==> config.mk <==
export PLATFORM = sky130hd
export DESIGN_NAME = fetch_redirect_flat
export DESIGN_NICKNAME = d
export VERILOG_FILES = /design/src/rtl/fetch_redirect_if.sv /design/src/rtl/fetch_redirect.sv /design/src/flat_wrapper.sv
export SDC_FILE = /design/constraint.sdc
export NUM_CORES = 1
export LEC_CHECK = 0
export ABC_AREA = 1
export BUFFER_PORTS_ARGS = -buffer_cell sky130_fd_sc_hd__buf_2
export CAP_MARGIN = 20
export CORE_ASPECT_RATIO = 0.6
export CORE_MARGIN = 3
export CORE_UTILIZATION = 46
export DETAILED_ROUTE_END_ITERATION = 10
export PLACE_DENSITY = 0.87
export SLEW_MARGIN = 30
export SYNTH_ARGS = -nofsm -noshare
export SYNTH_HDL_FRONTEND = slang
export SYNTH_SLANG_ARGS = --single-unit
==> constraint.sdc <==
create_clock -name clk -period 3.46 [get_ports clk]
set_input_delay 0.692 -clock clk [delete_from_list [all_inputs] [get_ports clk]]
set_output_delay 0.692 -clock clk [all_outputs]
set_load 0.01 [all_outputs]
==> src/rtl/fetch_redirect_if.sv <==
// Signal bundle between the redirect controller and its flush/branch/fetch neighbours.
// FETCH_REDIRECT_ALIGN_CHECK_EN adds the misalign flag.
interface fetch_redirect_if #(
    parameter int unsigned ADDR_W = 64
);
    logic              flush;
    logic [ADDR_W-1:0] flush_target;
    logic              br_valid;
    logic [ADDR_W-1:0] br_target;
    logic              ireq_busy;
    logic              iresp_ok;
    logic              redir_valid;
    logic [ADDR_W-1:0] redir_pc;
    logic              drop_resp;
    logic              fetch_hold;
`ifdef FETCH_REDIRECT_ALIGN_CHECK_EN
    logic              misalign;
`endif

    // master: pipeline/fetch side, slave: the redirect controller
    modport master (
        output flush, flush_target, br_valid, br_target, ireq_busy, iresp_ok,
        input  redir_valid, redir_pc, drop_resp, fetch_hold
`ifdef FETCH_REDIRECT_ALIGN_CHECK_EN
        , input misalign
`endif
    );

    modport slave (
        input  flush, flush_target, br_valid, br_target, ireq_busy, iresp_ok,
        output redir_valid, redir_pc, drop_resp, fetch_hold
`ifdef FETCH_REDIRECT_ALIGN_CHECK_EN
        , output misalign
`endif
    );
endinterface

==> src/rtl/fetch_redirect.sv <==
// Front-end redirect controller: latch a flush/branch target, drain the stale ibus response,
// then pulse redir_valid with the new PC. FETCH_REDIRECT_ALIGN_CHECK_EN enables alignment check.
module fetch_redirect #(
    parameter int unsigned            ADDR_W   = 64,
    parameter logic [ADDR_W-1:0]      RESET_PC = 64'h8000_0000
) (
    input logic              clk,
    input logic              reset,
    fetch_redirect_if.slave  bus
);
    typedef enum logic [1:0] {StIdle, StDrain, StIssue} state_e;

    state_e            state;
    logic [ADDR_W-1:0] tgt;
    logic              src_is_flush;

    logic              flush;
    logic              br_valid;
    logic              ireq_busy;
    logic              iresp_ok;
    logic              event_in;

    assign flush     = bus.flush;
    assign br_valid  = bus.br_valid;
    assign ireq_busy = bus.ireq_busy;
    assign iresp_ok  = bus.iresp_ok;
    assign event_in  = flush | br_valid;

    always_ff @(posedge clk) begin
        if (reset) begin
            state        <= StIdle;
            tgt          <= RESET_PC;
            src_is_flush <= 1'b0;
        end else begin
            // A branch outside IDLE is on the wrong path; only a flush may retarget then.
            if (flush) begin
                tgt          <= bus.flush_target;
                src_is_flush <= 1'b1;
            end else if (state == StIdle && br_valid) begin
                tgt          <= bus.br_target;
                src_is_flush <= 1'b0;
            end

            unique case (state)
                StIdle: begin
                    if (event_in) begin
                        state <= (ireq_busy && !iresp_ok) ? StDrain : StIssue;
                    end
                end
                StDrain: begin
                    if (iresp_ok) begin
                        state <= StIssue;
                    end
                end
                StIssue: begin
                    if (!flush) begin
                        state <= StIdle;
                    end
                end
                default: state <= StIdle;
            endcase
        end
    end

    assign bus.redir_valid = (state == StIssue) && !flush;
    assign bus.fetch_hold  = (state == StDrain) || (state == StIssue && flush) ||
                             (state == StIdle && event_in);
    assign bus.drop_resp   = (state == StIdle && event_in && ireq_busy && iresp_ok) ||
                             (state == StDrain && iresp_ok);

`ifdef FETCH_REDIRECT_ALIGN_CHECK_EN
    assign bus.redir_pc = {tgt[ADDR_W-1:2], 2'b00};
    assign bus.misalign = bus.redir_valid && (tgt[1:0] != 2'b00);
`else
    assign bus.redir_pc = tgt;
`endif

    // A flush always wins target capture, so the source flag must follow it.
    assert property (@(posedge clk) disable iff (reset)
        (!$past(reset) && $past(flush)) |-> src_is_flush);

    assert property (@(posedge clk) disable iff (reset)
        !(bus.redir_valid && bus.drop_resp));
endmodule

==> src/flat_wrapper.sv <==
// flat-port wrapper written by rule: the top's interface ports become plain ports
module fetch_redirect_flat 
#(
    parameter int unsigned            ADDR_W   = 64,
    parameter logic [ADDR_W-1:0]      RESET_PC = 64'h8000_0000
)
  (clk, reset, bus_flush, bus_flush_target, bus_br_valid, bus_br_target, bus_ireq_busy, bus_iresp_ok, bus_redir_valid, bus_redir_pc, bus_drop_resp, bus_fetch_hold);
  fetch_redirect_if #(.ADDR_W(ADDR_W)) bus_i ();
  input logic clk;
  input logic reset;
  input wire logic [$bits(bus_i.flush)-1:0] bus_flush;
  input wire logic [$bits(bus_i.flush_target)-1:0] bus_flush_target;
  input wire logic [$bits(bus_i.br_valid)-1:0] bus_br_valid;
  input wire logic [$bits(bus_i.br_target)-1:0] bus_br_target;
  input wire logic [$bits(bus_i.ireq_busy)-1:0] bus_ireq_busy;
  input wire logic [$bits(bus_i.iresp_ok)-1:0] bus_iresp_ok;
  output wire logic [$bits(bus_i.redir_valid)-1:0] bus_redir_valid;
  output wire logic [$bits(bus_i.redir_pc)-1:0] bus_redir_pc;
  output wire logic [$bits(bus_i.drop_resp)-1:0] bus_drop_resp;
  output wire logic [$bits(bus_i.fetch_hold)-1:0] bus_fetch_hold;
  assign bus_i.flush = bus_flush;
  assign bus_i.flush_target = bus_flush_target;
  assign bus_i.br_valid = bus_br_valid;
  assign bus_i.br_target = bus_br_target;
  assign bus_i.ireq_busy = bus_ireq_busy;
  assign bus_i.iresp_ok = bus_iresp_ok;
  assign bus_redir_valid = bus_i.redir_valid;
  assign bus_redir_pc = bus_i.redir_pc;
  assign bus_drop_resp = bus_i.drop_resp;
  assign bus_fetch_hold = bus_i.fetch_hold;
  fetch_redirect #(.ADDR_W(ADDR_W), .RESET_PC(RESET_PC)) u_core (.clk(clk), .reset(reset), .bus(bus_i));
endmodule
---- Yosys cells after proc, flatten, opt, wreduce, memory -nomap -nowiden ----
Index checks and enable logic that the tools add are counted.
storage, ports and cells
  bits in registers ....................... 66
  word-level logic and storage cells ...... 31
operators by class
  equality and inequality tests ........... 5
  mux-type cells .......................... 7
  bitwise operators ....................... 1
  reductions and logical operators ........ 16
operator list
  operator            number
  $mux 64             2
  $logic_and 1x1->1   8
  $mux 2              4
  $pmux 2 s3          1
  $ne 2x2->1 const B  2
  $logic_or 1x1->1    3
  $reduce_and 3->1    1
  $eq 2x1->1 const B  1
  $eq 2x2->1 const B  1
  $logic_not 1->1     2
  $logic_not 2->1     1
  $ne 2x1->1 const B  1
  $reduce_bool 2->1   1
  $or 1x1->1          1

---- Longest topological paths before layout ----
Gate-level depths: netlist of run 1.
  word-level depth ........................ 5
  mapped depth ............................ 8

---- Worst setup path before layout of run 1 ----
OpenSTA, ideal clock, no wires.
  kind .................................... in2out
  from .................................... input port bus_flush
  to ...................................... output port bus_drop_resp
  data arrival time ....................... 1.421 ns
  required time ........................... 2.768 ns
  path slack .............................. 1.347 ns
  stages .................................. 8
  path buffers ............................ 2
  cells stage by stage .................... clkbuf_2 -> buf_4 -> nor2_1 -> nor2_1 -> nand2_1 -> nand2_1 -> inv_1 -> nor2_1
between the ends
  word-level cells in the longest chain between the ends .. 5
RTL lines
  what                            RTL line              source
  start: declaration              flat_wrapper.sv:11    input wire logic [$bits(bus_i.flush)-1:0] bus_flush;
  $or 1x1->1                      fetch_redirect.sv:27  assign event_in = flush | br_valid;
  $logic_and 1x1->1 (3 in a row)  fetch_redirect.sv:68  assign bus.drop_resp = (state == StIdle && event_in && ireq_busy && iresp_ok) ||
  $logic_or 1x1->1                fetch_redirect.sv:68
  end: declaration                flat_wrapper.sv:19    output wire logic [$bits(bus_i.drop_resp)-1:0] bus_drop_resp;
No other way between the ends.

---- Worst setup path after layout of run 1 ----
  from .................................... input port bus_flush
  to ...................................... output port bus_fetch_hold
between the ends
  word-level cells in the longest chain between the ends .. 3
RTL lines
  what                                                          RTL line                                    source
  $or 1x1->1 / $logic_and 1x1->1 (equally long branches)        fetch_redirect.sv:27, fetch_redirect.sv:66
  $logic_and 1x1->1 / $logic_or 1x1->1 (equally long branches)  fetch_redirect.sv:67, fetch_redirect.sv:66
  $logic_or 1x1->1 (*)                                          fetch_redirect.sv:66                        assign bus.fetch_hold = (state == StDrain) || (state == StIssue && flush) ||
  end: declaration                                              flat_wrapper.sv:20                          output wire logic [$bits(bus_i.fetch_hold)-1:0] bus_fetch_hold;
Every way passes the cells marked *; elsewhere a longest branch is shown, timed or not.

==> run metrics, run 1 <==
status=finished clean; initial antenna violation count=0; die area=around 0.0080 sq mm; Slew Viols, Final=0; max-cap violations=0; Worst Setup Start Kind=input port; Skew-Pair Late Insertion Delay=approximately 0.32 ns; RSZ-0062 raised after global routing=no; Cell Rows=22; vias post-DR=3667; Initial Util=between 50% and 60%; post-DR wirelength/cell=roughly 12 um; vias per cell=4.69; first-pass GRT wire length=14800 um; mean post-synth cell area=~6.3 sq um; busiest grt layer=met2; slack of the worst reg-to-reg path=between 1.5 and 2 ns; crit end category=output pin; vias in the first global route=~3.2k; Syn Nets=roughly 650; Initial DRC Count=215; clk sinks=66; Total GRT Usage=between 20% and 30%; largest net degree at the start of global routing=65; shortest period the worst path allows=2.41 ns; Mapped Cells=between 500 and 600; Worst Path Class, Setup=input port to output pin; CORE AREA=0.00641 sq mm; Rel. slew slack=~60%; number of setup violations in the final report=0; nets=approximately 830; Synth top area share=roughly 41%; worst min path class=register to register; Die H=between 70 and 80 um; Final Power=roughly 2.2 mW; routability cong.=between 0.8 and 0.9; Fin. Hold Viols=0; RR Startpoint=u_core.state[1]; Tightest Pin Transition=0.597 ns; Root Buffer=clkbuf_16; r2r endpoint=u_core.bus.redir_pc[27]; met2 usage=37.4%; Area after DPL=approximately 0.0041 sq mm; TritonCTS clock tree=built; largest cells by area after synthesis=dfxtp_1, nand2_1, nor2_1; Mapped Area=between 0.003 and 0.004 sq mm; Min-Delay Endpoint=u_core.bus.redir_pc[31]; Max clock buf depth=2; number of gates resized after CTS=0; Clock transition at path regs=~0.060 ns; number of hold buffers added after CTS=0; PortBufs=200; fraction of layout cells with a size suffix above 1=32.1%; VDD IR max=between 0.2 and 0.3 mV; largest fanout on the critical path=28; drt total wl=around 9200 um; worst path arrival time=between 1.5 and 2 ns; final instance area=0.00441 sq mm; Antenna Nets Post-Route=0; r2r worst-path depth=6; Die Wd=between 100 and 150 um; WP data required=between 2 and 3 ns; H-tree depth=3; Pre-antenna DRT Iters=5; post-placement cell count=between 700 and 800; drt drc=0; GR Util met1=about 28%; hold depth=2; DPL Wire Length=6820 um; Leak=roughly 2.5 nW; post-synth top area cell=dfxtp_1; synthesized flop and latch total=66; fmax=about 0.42 GHz; Layout Cells excl Fill=roughly 780; Setup TNS=0 ns; HP Start=u_core.bus.redir_pc[31]; top-level port count=around 200; gr ovfl total=0; diode count=0; Ys Warns=0; Yosys cell types=19; total CTS buffers=9; Area growth, synth to finish=37.4%; Setup Fix Bufs, Post-CTS=0; fin crit share=a little over two thirds; pwr dens=between 400 and 500 mW/mm^2; Layout Skew=0.00533 ns; met3 Resource Use GR=5.04%; Seq/Total Area, Yosys=41.2%
-- worst max-delay path, stage by stage --
cell,delay (ns)
buf_2,0.27
buf_4,0.35
nand3_1,0.16
nand3b_1,0.10
buf_2,0.13
-- worst max-delay path by stage --
stage / startpoint / end / slack [ns]
6_report: bus_flush / bus_fetch_hold / 1.05
5_1_grt: bus_flush / bus_fetch_hold / 0.97
4_1_cts: bus_flush / bus_fetch_hold / 1.05
3_5_place_dp: bus_flush / bus_fetch_hold / 1.05
3_3_place_gp: bus_flush / bus_fetch_hold / 1.12
2_1_floorplan: bus_flush / bus_drop_resp / 1.35
-- synth_stat cells --
cell type	number
clkbuf_1	9
nor2_1	130
nand2_2	1
o21ai_1	26
nand3_1	4
nand2_1	201
o21ai_0	37
buf_6	7
dfxtp_1	66
clkbuf_2	1
inv_8	1
a21oi_1	2
nand3b_1	1
nor3_1	1
nor2_2	1
buf_2	5
inv_2	1
buf_4	13
inv_1	5
-- state kept, by name, indices dropped and copies added, names as in the netlist --
register and flops:
u_core.state 2, u_core.bus.redir_pc 64
-- final cells by class --
type	count	area, sq um
clock buffers	10	229
well taps	84	105
inverters	7	33.8
clock inverters	6	67.6
multi-input cells	404	1610
flip-flops and latches	66	1320
fillers	544	2010
repair buffers	205	1040
-- layout by cell type, fill, tap and decap left out, drive strengths merged, types with 2 or more instances in the layout --
cell type	instances
a21oi	2
buf	205
clkbuf	10
clkinv	3
clkinvlp	2
dfxtp	66
inv	7
nand2	202
nand3	4
nor2	131
o21ai	63
-- metal layers --
layer | part of all wire (%) | vias up
li1 | - | 1937
met1 | 43 | 1541
met5 | 0 | -
met2 | 47 | 172
met4 | 1.8 | 0
met3 | 8.5 | 17
-- power by group --
part,total (mW),switching (mW),internal (mW),leakage (nW)
Clock,0.874,0.316,0.558,0.139
Combinational,0.430,0.250,0.181,1.84
Sequential,0.871,0.0373,0.833,0.549
-- through the flow --
| step | util, % | hold WS, ns | setup WS (ns) |
|---|---|---|---|
| global route | 68.7 | 0.495 | 0.968 |
| CTS | 68.7 | 0.477 | 1.05 |
| floorplan | - | 0.489 | 1.35 |
| detailed placement | 64.1 | 0.462 | 1.05 |
| global placement | 64.1 | 0.436 | 1.12 |
| finish | 68.7 | 0.471 | 1.05 |
-- cell families after synthesis --
family	after synthesis	synth area share [%]
AOI/OAI and AO/OA	65	10.1
buffers and inverters	42	8.54
and+or+nand+nor	339	40.1
DFF	66	41.2
No activity file was read; power rests on OpenSTA's default activity.
==> run 2: changes to the inputs <==
--- a/config.mk
+++ b/config.mk
@@ -10,9 +10,9 @@
 export CAP_MARGIN = 20
 export CORE_ASPECT_RATIO = 0.6
 export CORE_MARGIN = 3
-export CORE_UTILIZATION = 46
+export CORE_UTILIZATION = 43
 export DETAILED_ROUTE_END_ITERATION = 10
-export PLACE_DENSITY = 0.87
+export PLACE_DENSITY = 0.83
 export SLEW_MARGIN = 30
 export SYNTH_ARGS = -nofsm -noshare
 export SYNTH_HDL_FRONTEND = slang
==> constraint.sdc (replaced) <==
create_clock -name clk -period 2.35 [get_ports clk]
set_input_delay 0.47 -clock clk [delete_from_list [all_inputs] [get_ports clk]]
set_output_delay 0.47 -clock clk [all_outputs]
set_load 0.01 [all_outputs]
==> run 2 against run 1 <==
Compared with the run above: power grew 43%; clock power grew 36%; global-route usage shrank 0.75 points; die area grew 6.5%; sequential share of layout area shrank 0.068 points; via count grew 1.0%; critical endpoint is now bus_drop_resp; critical path type is now register to output pin; critical path depth grew 3.
==> run metrics, run 2 (same netlist as run 1, synthesis figures left out) <==
Initial DRC Count=199 (was 215); Fillers=669 (was 544); number of hold buffers added after CTS=0 (unchanged); Worst Setup Start Kind=register (was input port); top-level port count=201 (unchanged); largest net degree at the start of global routing=65 (unchanged); WHS=0.337 ns (was 0.471 ns); Tightest Pin Transition=0.613 ns (was 0.597 ns); post-placement cell count=784 (was 766); Pre-antenna DRT Iters=5 (unchanged); r2r worst-path depth=6 (unchanged); Rel. slew slack=59.1% (was 60.2%); CP Cell Sequence=inv_1 > nand2_1 > nor2_1 > nand2_1 > nand2_1 > inv_1 > nor2_1 > buf_2 (was buf_2 > buf_4 > nand3_1 > nand3b_1 > buf_2); Die Wd=118 um (was 114 um); max FFs per register=64 (unchanged); max-cap violations=0 (unchanged); drt drc=0 (unchanged); PortBufs=200 (unchanged); number of setup violations in the final report=0 (unchanged); gr ovfl total=0 (unchanged); Slew Viols, Final=0 (unchanged); Skew-Pair Late Insertion Delay=0.32 ns (about the same); Leak=2.54 nW (was 2.53 nW); DPL Wire Length=6850 um (was 6820 um); diode count=0 (unchanged); number of gates resized after CTS=0 (unchanged); nets=829 (was 827); Root Buffer=clkbuf_16 (unchanged); vias per cell=4.64 (was 4.69); Antenna Nets Post-Route=0 (unchanged); die area=0.00857 sq mm (was 0.00804 sq mm); most frequent cells in the layout=nand2_1, buf_2, nor2_1 (unchanged); status=finished clean (unchanged); Setup TNS=0 ns (unchanged); Max clock buf depth=2 (unchanged); worst path arrival time=1.34 ns (was 1.72 ns); Die H=72.9 um (was 70.7 um); initial antenna violation count=0 (unchanged); fmax=0.551 GHz; Initial Util=46.3% (was 50.0%); hold depth=2 (unchanged); total CTS buffers=9 (unchanged); Setup Fix Bufs, Post-CTS=0 (unchanged); crit end category=output pin (unchanged); VDD IR max=0.348 mV (was 0.295 mV); H-tree depth=3 (unchanged); Final Power=3.11 mW (was 2.18 mW); TritonCTS clock tree=built (unchanged); delay-heaviest family, CP=simple AND/OR/NAND/NOR gates (was buffers and inverters); vias post-DR=3705 (was 3667); fraction of layout cells with a size suffix above 1=32.2% (was 32.1%); Worst Path Class, Setup=register to output pin (was input port to output pin); drt total wl=9340 um (was 9240 um); shortest period the worst path allows=1.81 ns; CORE AREA=0.00694 sq mm (was 0.00641 sq mm); routability cong.=0.822 (was 0.819); cell depth of the worst setup path=8 (was 5); pwr dens=704 mW/mm^2 (was 493 mW/mm^2); Slowest-stage cell, CP=dfxtp_1 (was buf_4); Total GRT Usage=21.3% (was 22.1%); vias in the first global route=3386 (was 3239); cell mode on critical path=nand2_1 (was buf_2); WP data required=1.88 ns (was 2.77 ns); Layout Skew=0.00282 ns (was 0.00533 ns); clk sinks=66 (unchanged); fin crit share=between 70% and 80%; Clock transition at path regs=0.05 ns (was 0.06 ns); Fin. Hold Viols=0 (unchanged); post-DR wirelength/cell=11.7 um (was 11.8 um); worst min path class=input port to register (was register to register); Area growth, synth to finish=37.7% (was 37.4%); WP buf/inv=3 (unchanged); Cell Rows=23 (was 22); most common cell after layout, fill and taps aside=nand2_1 (unchanged); crit-path max cell delay=0.35 ns (about the same); RSZ-0062 raised after global routing=no (unchanged); first-pass GRT wire length=15100 um (was 14800 um); largest fanout on the critical path=5 (was 28); Layout Cells excl Fill=799 (was 782)
==> run 2: cell types whose count changed in the layout (fill, tap and decap cells not counted), sizes merged <==
| cell | change |
|---|---|
| buf | +2 |
| clkbuf | +2 |
| clkinvlp | -2 |
| bufinv | -1 |
==> run 2: area by class of cell <==
type	count	area (sq um)	share of cell area, %
multi-input combinational	404	1610	36.5
clock buffer	12	256	5.81
tap	100	125	2.83
sequential	66	1320	29.9
inverter	7	33.8	0.765
clock inverter	3	15.0	0.340
timing repair buffer	207	1050	23.8
==> run 2: worst reg2reg max path: stages (launching register included) <==
cell and delay, ns:
dfxtp_1 0.34, nor2_2 0.14, nand2_1 0.07, nand2_2 0.34, buf_4 0.36, o21ai_0 0.15, nor2_1 0.12
==> run 2: through the flow <==
stage          setup slack (ns)  instance area [sq um]  utilization, %
2_1_floorplan             0.681                   3210               -
3_3_place_gp              0.753                   4150            59.8
3_5_place_dp              0.637                   4150            59.8
4_1_cts                   0.551                   4420            63.7
5_1_grt                   0.487                   4420            63.7
6_report                  0.536                   4420            63.7
==> run 2: routing by layer <==
layer,routed length (um),share of wire [%],track usage (%)
met4,87,0.93,7.27
met2,4440,48,37.7
met5,0,0,0
met1,4040,43,25.1
met3,777,8.3,6.58
==> run 2: where the power goes <==
part | switching, mW | internal [mW] | total (mW)
combinational | 0.368 | 0.269 | 0.637
sequential | 0.0557 | 1.23 | 1.28
clock | 0.430 | 0.758 | 1.19
total | 0.854 | 2.26 | 3.11
==> run 2: worst paths after layout <==
path                                 from                 endpoint  slack [ns]
hold reg to reg   u_core.bus.redir_pc[31]  u_core.bus.redir_pc[31]        0.47
setup / recovery          u_core.state[0]            bus_drop_resp        0.54
setup reg to reg          u_core.state[1]  u_core.bus.redir_pc[58]        0.76
hold / removal                      reset          u_core.state[1]        0.34
